$ cat src/rtl/cfg_rom_pkg.sv
// rtl/cfg_rom_pkg.sv - configuration record, table layout and response type for the config ROM
package cfg_rom_pkg;

  // Elaborated core configuration; each field is sized to the slot it occupies in the table.
  typedef struct packed {
    logic [15:0] XLEN;
    logic [15:0] VLEN;
    logic [3:0]  NrCommitPorts;
    logic [7:0]  NrScoreboardEntries;
    logic [7:0]  NrLoadBufEntries;
    logic        RVA;
    logic        RVB;
    logic        RVC;
    logic        RVD;
    logic        RVF;
    logic        RVH;
    logic        RVS;
    logic        RVU;
    logic        RVV;
    logic [31:0] IcacheByteSize;
    logic [7:0]  IcacheSetAssoc;
    logic [15:0] IcacheLineWidth;
    logic [31:0] DcacheByteSize;
    logic [7:0]  DcacheSetAssoc;
    logic [15:0] DcacheLineWidth;
    logic [7:0]  DCacheType;
    logic [15:0] BTBEntries;
    logic [15:0] BHTEntries;
    logic [7:0]  RASDepth;
    logic [7:0]  NrPMPEntries;
    logic [63:0] HaltAddress;
    logic [63:0] ExceptionAddress;
    logic [31:0] PLEN;
    logic [31:0] MemTidWidth;
  } cva6_cfg_t;

  localparam cva6_cfg_t CVA6_CFG_DEFAULT = '{
    XLEN: 16'd64, VLEN: 16'd64, NrCommitPorts: 4'd2, NrScoreboardEntries: 8'd8,
    NrLoadBufEntries: 8'd2,
    RVA: 1'b1, RVB: 1'b0, RVC: 1'b1, RVD: 1'b1, RVF: 1'b1, RVH: 1'b0,
    RVS: 1'b1, RVU: 1'b1, RVV: 1'b1,
    IcacheByteSize: 32'd16384, IcacheSetAssoc: 8'd4, IcacheLineWidth: 16'd128,
    DcacheByteSize: 32'd32768, DcacheSetAssoc: 8'd8, DcacheLineWidth: 16'd128,
    DCacheType: 8'd1,
    BTBEntries: 16'd32, BHTEntries: 16'd128, RASDepth: 8'd2, NrPMPEntries: 8'd8,
    HaltAddress: 64'h800, ExceptionAddress: 64'h808,
    PLEN: 32'd56, MemTidWidth: 32'd4
  };

  localparam int unsigned NUM_WORDS  = 8;
  localparam int unsigned WORD_IDX_W = 3;
  localparam int unsigned TID_MAX_W  = 16;
  localparam logic [63:0] CFG_MAGIC  = 64'h4356_4136_4346_4731;

  localparam logic [WORD_IDX_W-1:0] WORD_MAGIC  = 3'd0;
  localparam logic [WORD_IDX_W-1:0] WORD_CORE   = 3'd1;
  localparam logic [WORD_IDX_W-1:0] WORD_ISA    = 3'd2;
  localparam logic [WORD_IDX_W-1:0] WORD_ICACHE = 3'd3;
  localparam logic [WORD_IDX_W-1:0] WORD_DCACHE = 3'd4;
  localparam logic [WORD_IDX_W-1:0] WORD_BPRED  = 3'd5;
  localparam logic [WORD_IDX_W-1:0] WORD_HALT   = 3'd6;
  localparam logic [WORD_IDX_W-1:0] WORD_EXC    = 3'd7;

  localparam int unsigned CORE_XLEN_LSB  = 0;
  localparam int unsigned CORE_VLEN_LSB  = 16;
  localparam int unsigned CORE_NRCP_LSB  = 32;
  localparam int unsigned CORE_NRSB_LSB  = 36;
  localparam int unsigned CORE_NRLB_LSB  = 44;
  localparam int unsigned CACHE_SIZE_LSB = 0;
  localparam int unsigned CACHE_WAYS_LSB = 32;
  localparam int unsigned CACHE_LINE_LSB = 40;
  localparam int unsigned CACHE_TYPE_LSB = 56;
  localparam int unsigned BP_BTB_LSB     = 0;
  localparam int unsigned BP_BHT_LSB     = 16;
  localparam int unsigned BP_RAS_LSB     = 32;
  localparam int unsigned BP_PMP_LSB     = 40;

  typedef struct packed {
    logic [63:0]          data;
    logic [TID_MAX_W-1:0] tid;
    logic                 err;
  } cfg_rom_resp_t;

  // Builds one 64-bit table word; every bit not explicitly placed reads as zero.
  function automatic logic [63:0] cfg_word(input cva6_cfg_t cfg, input logic [WORD_IDX_W-1:0] idx);
    logic [63:0] w;
    logic        unused_bus_widths;
    w = '0;
    unused_bus_widths = ^{cfg.PLEN, cfg.MemTidWidth};
    case (idx)
      WORD_MAGIC: w = CFG_MAGIC;
      WORD_CORE: begin
        w[CORE_XLEN_LSB +: 16] = cfg.XLEN;
        w[CORE_VLEN_LSB +: 16] = cfg.VLEN;
        w[CORE_NRCP_LSB +: 4]  = cfg.NrCommitPorts;
        w[CORE_NRSB_LSB +: 8]  = cfg.NrScoreboardEntries;
        w[CORE_NRLB_LSB +: 8]  = cfg.NrLoadBufEntries;
      end
      WORD_ISA: begin
        w[0]  = cfg.RVA;
        w[1]  = cfg.RVB;
        w[2]  = cfg.RVC;
        w[3]  = cfg.RVD;
        w[5]  = cfg.RVF;
        w[7]  = cfg.RVH;
        w[18] = cfg.RVS;
        w[20] = cfg.RVU;
        w[21] = cfg.RVV;
      end
      WORD_ICACHE: begin
        w[CACHE_SIZE_LSB +: 32] = cfg.IcacheByteSize;
        w[CACHE_WAYS_LSB +: 8]  = cfg.IcacheSetAssoc;
        w[CACHE_LINE_LSB +: 16] = cfg.IcacheLineWidth;
      end
      WORD_DCACHE: begin
        w[CACHE_SIZE_LSB +: 32] = cfg.DcacheByteSize;
        w[CACHE_WAYS_LSB +: 8]  = cfg.DcacheSetAssoc;
        w[CACHE_LINE_LSB +: 16] = cfg.DcacheLineWidth;
        w[CACHE_TYPE_LSB +: 8]  = cfg.DCacheType;
      end
      WORD_BPRED: begin
        w[BP_BTB_LSB +: 16] = cfg.BTBEntries;
        w[BP_BHT_LSB +: 16] = cfg.BHTEntries;
        w[BP_RAS_LSB +: 8]  = cfg.RASDepth;
        w[BP_PMP_LSB +: 8]  = cfg.NrPMPEntries;
      end
      WORD_HALT: w = cfg.HaltAddress;
      WORD_EXC:  w = cfg.ExceptionAddress;
      default:   w = '0;
    endcase
    return w;
  endfunction

endpackage

$ cat src/rtl/cva6_cfg_rom_responder_resp_fifo.sv
// rtl/cva6_cfg_rom_responder_resp_fifo.sv - generic depth-N register FIFO with full/empty/count
module cfg_rom_resp_fifo #(
  parameter int unsigned Width = 8,
  parameter int unsigned Depth = 4
) (
  input  logic                       clk_i,
  input  logic                       rst_i,
  input  logic                       push_i,
  input  logic [Width-1:0]           data_i,
  input  logic                       pop_i,
  output logic [Width-1:0]           data_o,
  output logic                       full_o,
  output logic                       empty_o,
  output logic [$clog2(Depth+1)-1:0] count_o
);

  localparam int unsigned PTR_W = (Depth > 1) ? $clog2(Depth) : 1;
  localparam int unsigned CNT_W = $clog2(Depth + 1);

  logic [Width-1:0] mem_q [Depth];
  logic [PTR_W-1:0] wptr_q, wptr_d, rptr_q, rptr_d;
  logic [CNT_W-1:0] count_q, count_d;
  logic             do_push, do_pop;

  assign full_o  = (count_q == CNT_W'(Depth));
  assign empty_o = (count_q == '0);
  assign count_o = count_q;
  assign data_o  = mem_q[rptr_q];
  assign do_push = push_i && !full_o;
  assign do_pop  = pop_i && !empty_o;

  // Pointer and occupancy next-state; pointers wrap explicitly so any depth works.
  always_comb begin
    wptr_d  = wptr_q;
    rptr_d  = rptr_q;
    count_d = count_q;
    if (do_push) wptr_d = (wptr_q == PTR_W'(Depth - 1)) ? '0 : wptr_q + 1'b1;
    if (do_pop)  rptr_d = (rptr_q == PTR_W'(Depth - 1)) ? '0 : rptr_q + 1'b1;
    case ({do_push, do_pop})
      2'b10:   count_d = count_q + 1'b1;
      2'b01:   count_d = count_q - 1'b1;
      default: count_d = count_q;
    endcase
  end

  // State registers; storage is cleared too so the head reads zero out of reset.
  always_ff @(posedge clk_i or posedge rst_i) begin
    if (rst_i) begin
      wptr_q  <= '0;
      rptr_q  <= '0;
      count_q <= '0;
      for (int i = 0; i < int'(Depth); i++) mem_q[i] <= '0;
    end else begin
      wptr_q  <= wptr_d;
      rptr_q  <= rptr_d;
      count_q <= count_d;
      if (do_push) mem_q[wptr_q] <= data_i;
    end
  end

endmodule

$ cat src/rtl/cva6_cfg_rom_responder.sv
// rtl/cva6_cfg_rom_responder.sv - read-only responder serving the core configuration table
module cva6_cfg_rom_responder
  import cfg_rom_pkg::*;
#(
  parameter cva6_cfg_t   CVA6Cfg   = CVA6_CFG_DEFAULT,
  parameter logic [63:0] CfgBase   = 64'h0000_0000_0000_1000,
  parameter int unsigned RespDepth = 4,
  parameter int unsigned AddrWidth = CVA6Cfg.PLEN,
  parameter int unsigned TidWidth  = CVA6Cfg.MemTidWidth
) (
  input  logic                 clk_i,
  input  logic                 rst_i,
  input  logic                 req_i,
  input  logic                 we_i,
  input  logic [AddrWidth-1:0] addr_i,
  input  logic [TidWidth-1:0]  tid_i,
  output logic                 gnt_o,
  output logic                 rvalid_o,
  input  logic                 rready_i,
  output logic [63:0]          rdata_o,
  output logic [TidWidth-1:0]  rtid_o,
  output logic                 rerr_o,
  output logic [15:0]          err_cnt_o
);

  localparam logic [AddrWidth-1:0] BASE   = CfgBase[AddrWidth-1:0];
  localparam int unsigned          RESP_W = $bits(cfg_rom_resp_t);
  localparam int unsigned          CNT_W  = $clog2(RespDepth + 1);

  logic [AddrWidth-1:0] off;
  logic                 below, misal, oor, acc_err, accept;
  cfg_rom_resp_t        resp, head;
  logic [RESP_W-1:0]    head_bits;
  logic [CNT_W-1:0]     fifo_count;
  logic                 fifo_empty, unused_fifo_full;
  logic [TID_MAX_W-1:0] unused_head_tid;
  logic [15:0]          err_cnt_q, err_cnt_d;

  // Address decode and response formation; the whole table is an elaboration-time constant.
  always_comb begin
    off       = addr_i - BASE;
    below     = (addr_i < BASE);
    misal     = (off[2:0] != 3'b000);
    oor       = (off[AddrWidth-1:3] >= (AddrWidth-3)'(NUM_WORDS));
    acc_err   = below || misal || oor || we_i;
    resp.err  = acc_err;
    resp.tid  = TID_MAX_W'(tid_i);
    resp.data = acc_err ? 64'h0 : cfg_word(CVA6Cfg, off[3 +: WORD_IDX_W]);
  end

  // A slot freed by a pop only becomes grantable once that pop has registered.
  assign gnt_o  = !rst_i && (fifo_count < CNT_W'(RespDepth));
  assign accept = req_i && gnt_o;

  cfg_rom_resp_fifo #(
    .Width (RESP_W),
    .Depth (RespDepth)
  ) u_resp_fifo (
    .clk_i   (clk_i),
    .rst_i   (rst_i),
    .push_i  (accept),
    .data_i  (resp),
    .pop_i   (rready_i),
    .data_o  (head_bits),
    .full_o  (unused_fifo_full),
    .empty_o (fifo_empty),
    .count_o (fifo_count)
  );

  assign head            = cfg_rom_resp_t'(head_bits);
  assign unused_head_tid = head.tid;
  assign rvalid_o        = !fifo_empty;
  assign rdata_o         = head.data;
  assign rtid_o          = head.tid[TidWidth-1:0];
  assign rerr_o          = head.err;
  assign err_cnt_o       = err_cnt_q;

  // Error counter next-state: one per accepted errored request, saturating.
  always_comb begin
    err_cnt_d = err_cnt_q;
    if (accept && acc_err && (err_cnt_q != 16'hFFFF)) err_cnt_d = err_cnt_q + 16'd1;
  end

  // Error counter register.
  always_ff @(posedge clk_i or posedge rst_i) begin
    if (rst_i) err_cnt_q <= '0;
    else       err_cnt_q <= err_cnt_d;
  end

endmodule

$ cat config.mk
export PLATFORM = sky130hd
export DESIGN_NAME = cva6_cfg_rom_responder
export DESIGN_NICKNAME = d
export VERILOG_FILES = /design/src/rtl/cfg_rom_pkg.sv /design/src/rtl/cva6_cfg_rom_responder_resp_fifo.sv /design/src/rtl/cva6_cfg_rom_responder.sv
export SDC_FILE = /design/constraint.sdc
export NUM_CORES = 1
export LEC_CHECK = 0
export BUFFER_PORTS_ARGS = -buffer_cell sky130_fd_sc_hd__buf_2
export CORE_MARGIN = 4
export CORE_UTILIZATION = 50
export CTS_CLUSTER_DIAMETER = 30
export CTS_CLUSTER_SIZE = 28
export DETAILED_ROUTE_END_ITERATION = 10
export PLACE_DENSITY = 0.89
export SLEW_MARGIN = 20
export SYNTH_ARGS = -nofsm -noshare
export SYNTH_HDL_FRONTEND = slang
export SYNTH_SLANG_ARGS = --single-unit
$ cat constraint.sdc
create_clock -name clk_i -period 4.85 [get_ports clk_i]
set_input_delay 1.455 -clock clk_i [delete_from_list [all_inputs] [get_ports clk_i]]
set_output_delay 1.455 -clock clk_i [all_outputs]
set_load 0.01 [all_outputs]
## Word-level counts from Yosys, hierarchy flattened

Index checks and enable logic that the tools add are counted.

| cells by class | value |
|---|---|
| add/sub/neg operators | 6 |
| muxes and demuxes | 22 |
| bitwise operators | 2 |
| order comparisons | 6 |
| reductions and logical operators | 25 |
| equality and inequality tests | 13 |

Operator list:

| cell | count |
|---|---|
| 324-bit bitwise mux | 1 |
| 81-bit 2-to-1 mux | 3 |
| 81-bit binary-select mux with 2-bit select | 1 |
| 81-bit demux with 2-bit select | 1 |
| 26-bit one-hot mux with 5 select lines | 1 |
| 64-bit 2-to-1 mux | 1 |
| 56-bit by 13-bit < comparator with 1-bit output (second input constant) | 1 |
| 56-bit by 13-bit subtractor with 56-bit output (second input constant) | 1 |
| 53-bit by 4-bit greater-or-equal comparator with 1-bit output (second input constant) | 1 |
| 10-bit one-hot mux with 4 select lines | 1 |
| 16-bit by 1-bit adder with 16-bit output (second input constant) | 1 |
| 16-bit inequality test (second input constant) | 1 |
| 4-bit one-hot mux with 4 select lines | 1 |
| 3-bit equality test (second input constant) | 5 |
| 7-bit one-hot mux with 2 select lines | 1 |
| 5-bit OR reduction | 2 |
| 8-bit OR reduction | 1 |
| 1-bit logical AND | 7 |
| 7-bit OR reduction | 1 |
| 2-bit equality test (second input constant) | 3 |
| 3-bit by 2-bit equality test with 1-bit output (second input constant) | 2 |
| 3-bit greater-or-equal comparator (second input constant) | 2 |
| 3-bit logical NOT | 2 |
| 3-bit 2-to-1 mux | 2 |
| 20 further kinds | 31 |

| word-level totals | value |
|---|---|
| output and inout port bits | 87 |
| word-level logic and storage cells | 82 |
| flip-flop bits (word level) | 347 |

## Logic depth before layout (Yosys ltp)

| depth | value |
|---|---|
| word-level depth | 7 |
| mapped depth | 13 |
| gate-level depth less buffers | 10 |

## By module

A second synthesis with hierarchy kept.

| second synthesis, totals | value |
|---|---|
| cell total of the unflattened synthesis | 1070 |
| area total of the unflattened synthesis | 16562.1 um^2 |

Modules (own cells, without submodules):

| module | cells an instance | area an instance (um^2) | times used |
|---|---|---|---|
| cfg_rom_resp_fifo | 823 | 14559.0 | 1 |
| cva6_cfg_rom_responder | 247 | 2003.2 | 1 |

## Worst setup path before layout

No wires, ideal clock.

| path | value |
|---|---|
| path type | input-to-reg |
| start | input addr_i[22] |
| end | register err_cnt_q[6], in the netlist err_cnt_o[6] |
| arrival | 4.376 ns |
| stages | 10 |
| setup slack | 0.342 ns |
| required time | 4.718 ns |
| setup time | 0.132 ns |
| cells stage by stage | or4_1 > or4_1 > buf_2 > or4_1 > a21oi_1 > nand4_1 > nor4_4 > buf_4 > nor3_1 > xor2_1 |

| between the ends | value |
|---|---|
| word-level cells in the longest chain between the ends | 6 |
| elaborated cells between the ends (all ways) | 8 |
| classes of those cells | add/sub: 1; order compare: 2; reduce/logical: 5 |

RTL lines:

| element | line | RTL |
|---|---|---|
| start, declared | cva6_cfg_rom_responder.sv:15 | `input logic [AddrWidth-1:0] addr_i,` |
| 56-bit by 13-bit subtractor with 56-bit output / 56-bit by 13-bit < comparator with 1-bit output (equally long branches) | cva6_cfg_rom_responder.sv:41, cva6_cfg_rom_responder.sv:42 |  |
| 53-bit by 4-bit greater-or-equal comparator with 1-bit output / 1-bit logical OR (equally long branches) | cva6_cfg_rom_responder.sv:44, cva6_cfg_rom_responder.sv:45 |  |
| 1-bit logical OR (*) (2 in series) | cva6_cfg_rom_responder.sv:45 | `acc_err = below \|\| misal \|\| oor \|\| we_i;` |
| 1-bit logical AND (*) (2 in series) | cva6_cfg_rom_responder.sv:81 | `if (accept && acc_err && (err_cnt_q != 16'hFFFF)) err_cnt_d = err_cnt_q + 16'd1;` |
| end signal, assigned | cva6_cfg_rom_responder.sv:87 | `else err_cnt_q <= err_cnt_d;` |
| end, declared | cva6_cfg_rom_responder.sv:37 | `logic [15:0] err_cnt_q, err_cnt_d;` |

Every way passes the cells marked *; elsewhere a longest branch is shown, timed or not.
A chain may end at the register's enable or synchronous reset.

## Worst setup path after layout

| path | value |
|---|---|
| start | input addr_i[20] |
| end | register u_resp_fifo.mem_q[32] (netlist bit) |

| between the ends | value |
|---|---|
| word-level cells in the longest chain between the ends | 6 |
| elaborated cells between the ends (all ways) | 8 |
| classes of those cells | add/sub: 1; order compare: 2; mux: 2; reduce/logical: 3 |

RTL lines:

| element | line | RTL |
|---|---|---|
| 56-bit by 13-bit subtractor with 56-bit output / 56-bit by 13-bit < comparator with 1-bit output (equally long branches) | cva6_cfg_rom_responder.sv:41, cva6_cfg_rom_responder.sv:42 |  |
| 53-bit by 4-bit greater-or-equal comparator with 1-bit output / 1-bit logical OR (equally long branches) | cva6_cfg_rom_responder.sv:44, cva6_cfg_rom_responder.sv:45 |  |
| 1-bit logical OR (*) (2 in series) | cva6_cfg_rom_responder.sv:45 |  |
| 64-bit 2-to-1 mux (*) | cva6_cfg_rom_responder.sv:48 | `resp.data = acc_err ? 64'h0 : cfg_word(CVA6Cfg, off[3 +: WORD_IDX_W]);` |
| 324-bit bitwise mux (*) | cva6_cfg_rom_responder_resp_fifo.sv:57 | `if (do_push) mem_q[wptr_q] <= data_i;` |
| end signal, assigned by index | cva6_cfg_rom_responder_resp_fifo.sv:57 |  |
| end, declared | cva6_cfg_rom_responder_resp_fifo.sv:20 | `logic [Width-1:0] mem_q [Depth];` |

Marked as above.

==> results.sh <==
export IMPL_arrival_ns=4.81
export IMPL_report_final_slew_viol_count=0
export IMPL_avgRoutedWirePerCell_um=17.4
export IMPL_syn_area_mm2=0.00671
export IMPL_setup_violations=0
export IMPL_synth_flop_cell="dfrtp_1"
export IMPL_finalHoldViolCount=0
export IMPL_overflow=0
export IMPL_start_util_pct=50.8
export IMPL_vias=5739
export IMPL_postCtsHoldBufs=0
export IMPL_drt_iter0_drc=544
export IMPL_rr_endpoint="err_cnt_o[15]$_DFFE_PP0P_"
export IMPL_avgViaCountPerCell=5.74
export IMPL_drc=0
export IMPL_worst_slew_pin_slew_ns=0.936
export IMPL_rows=42
export IMPL_fin_util_pct=59.9
export IMPL_synth_top_area_share_pct=45.9
export IMPL_clk_pin_slew_worst_paths_ns=0.05
export IMPL_dieArea_mm2=0.0153
export IMPL_hold_path_depth=2
export IMPL_place_congestion=0.909
export IMPL_cts_buffer_depth=2
export IMPL_hpwl_mm=11.5
export IMPL_yosys_cell_types_count=52
export IMPL_insertion_delay_ns=0.41
export IMPL_die_h_um=124
export IMPL_min_path_type="reg -> reg"
export IMPL_power_density_mw_per_mm2=426
export IMPL_whs_ns=0.466
export IMPL_synth_cells=714
export IMPL_synth_seq_cells=123
export IMPL_crit_type="in -> reg"
export IMPL_synth_area_leader_cell="dfrtp_1"
export IMPL_vdd_ir_drop_max_mv=0.362
export IMPL_wirelength_mm=17.4
export IMPL_ctsHtreeMaxLevel=4
export IMPL_hp_start="u_resp_fifo.mem_q[181]$_DFFE_PP0P_"
export IMPL_die_x_um=124
export IMPL_grt_pass1_vias=5633
export IMPL_critPathLaunchType="primary input"
export IMPL_rr_startpoint="u_resp_fifo.count_o[2]$_DFFE_PP0P_"
export IMPL_crit_required_ns=5.16
export IMPL_synth_edf_count=0
export IMPL_drtPass1Iterations=8
export IMPL_r2r_cells=7
export IMPL_avgSynthCellArea_um2=9.39
export IMPL_skew_ns=0.00781
export IMPL_setup_ws_ns=0.343
export IMPL_fmax_ghz=0.222
export IMPL_io_pin_count=152
export IMPL_tritoncts="built"
export IMPL_grt_max_degree=69
export IMPL_nNetsFinal=888
export IMPL_fp_coreArea_mm2=0.0132
export IMPL_antenna_found_initial=0
export IMPL_drv_cap=0
export IMPL_yosysSeqAreaShare_pct=45.9
export IMPL_drive_above_1_share_pct=25.0
export IMPL_status="complete, no violations"
export IMPL_synth_commonest_cells="nand2_1, dfrtp_1, buf_4"
export IMPL_postCtsResizedCells=0
export IMPL_finalSetupTns_ns=0
export IMPL_worst_r2r_setup_slack_ns=2.52
export IMPL_grt_usage_pct=23.1
export IMPL_cts_setup_buffers=0
export IMPL_clock_sinks=123
export IMPL_portBuffers=126
export IMPL_min_to="u_resp_fifo.mem_q[181]$_DFFE_PP0P_"
export IMPL_rsz0062_at_grt="no"
export IMPL_path_max_fanout=24
export IMPL_numCtsBuffers=17
export IMPL_min_period_over_period_pct=92.9
export IMPL_yosys_cell_count_top_type="nand2_1"
export IMPL_end_kind="register"
export IMPL_area_growth_pct=17.9
export IMPL_grt_pass1_wl_mm=27.4
export IMPL_synth_area_top_cells="dfrtp_1, nand2_1, mux4_2, buf_4, o21ai_0"
export IMPL_max_slew_margin_pct=37.6
export IMPL_place_area_mm2=0.00728
export IMPL_finalCriticalPeriod_ns=4.51
export IMPL_leakage_nw=3.99
export IMPL_pre_cts_slack_ns=-0.00325
export IMPL_ant_nets=0
export IMPL_antenna_cells=0
export IMPL_async_flop_share_pct=100
export IMPL_root_buffer="clkbuf_16"
export IMPL_yosysWarnings=0
export IMPL_stdcell_area_mm2=0.00791
stage by stage:
stage,std cells,power [mW]
finish,1000,3.37
global placement,969,2.01
floorplan,738,1.80
detailed placement,969,2.05
CTS,1000,3.37
global route,1000,3.53
logic make-up (layout without fill, tap and decap cells):
logic type	Yosys count	in the layout	synth area share, %
other cells	1	25	0.0559
xor+xnor	29	29	3.79
mux	29	29	9.05
buf+inv	93	179	8.10
simple gates	360	360	24.9
compound gates	68	68	5.99
flops	123	123	45.9
fa+ha+maj	11	11	2.16
final cells by class:
cell class / instances / area (µm²)
multi-input cells: 522 / 3180
flip-flops and latches: 123 / 3080
clock buffers: 24 / 512
inverters: 12 / 47.5
well taps: 176 / 220
repair buffers: 136 / 756
clock inverters: 7 / 110
fillers: 1030 / 5290
how the worst max path moves through the flow:
| stage | from | end | slack [ns] | cells past startpoint |
|---|---|---|---|---|
| finish | addr_i[20] | u_resp_fifo.mem_q[32]$_DFFE_PP0P_ | 0.34 | 10 |
| global route | addr_i[20] | u_resp_fifo.mem_q[32]$_DFFE_PP0P_ | 0.07 | 10 |
| CTS | addr_i[20] | u_resp_fifo.mem_q[32]$_DFFE_PP0P_ | 0.39 | 10 |
| detailed placement | addr_i[20] | u_resp_fifo.mem_q[214]$_DFFE_PP0P_ | -0.003 | 10 |
| global placement | addr_i[20] | u_resp_fifo.mem_q[316]$_DFFE_PP0P_ | 0.08 | 10 |
| floorplan | rst_i | err_cnt_o[0]$_DFFE_PP0P_ | 0.12 | 1 |
placed cells by master (no fill, tap or decap), drive strengths merged, types with 4 or more instances in the layout:
cell	instances
o21ai	45
or2	4
dfrtp	123
nand3	27
nor4	21
mux4	25
or4	6
nor3	25
nand4b	4
conb	25
nand2	210
a21oi	4
and3	7
nor2	17
ha	10
nand4	20
xor2	19
buf	136
inv	12
or3	6
clkinv	4
xnor2	10
clkbuf	24
metal layers:
| layer | global-route usage [%] | routed length, µm | up-vias |
|---|---|---|---|
| li1 | - | - | 2610 |
| met1 | 29.7 | 7050 | 2801 |
| met2 | 36.4 | 8320 | 258 |
| met3 | 5.18 | 1190 | 70 |
| met4 | 13.0 | 847 | 0 |
| met5 | 0 | 0 | - |
state kept, by name (all words and copies together) (netlist names):
| register | cells |
|---|---|
| u_resp_fifo.mem_q | 100 |
| err_cnt_o | 16 |
| u_resp_fifo.count_o | 3 |
| u_resp_fifo.rptr_q | 2 |
| u_resp_fifo.wptr_q | 2 |
critical path, cell delays in order:
cell and delay [ns]:
buf_2 0.13, or4_1 0.57, or4_1 0.67, or4_1 0.56, a21oi_1 0.17, nand4_1 0.17
nor4_4 0.35, buf_12 0.21, nand2_1 0.23, o21ai_0 0.29
power breakdown:
group / switching (mW) / internal, mW
Combinational: 0.406 / 0.332
Clock: 0.433 / 0.883
Sequential: 0.158 / 1.16
Total: 0.996 / 2.37
Power figures use the tool's default switching activity.
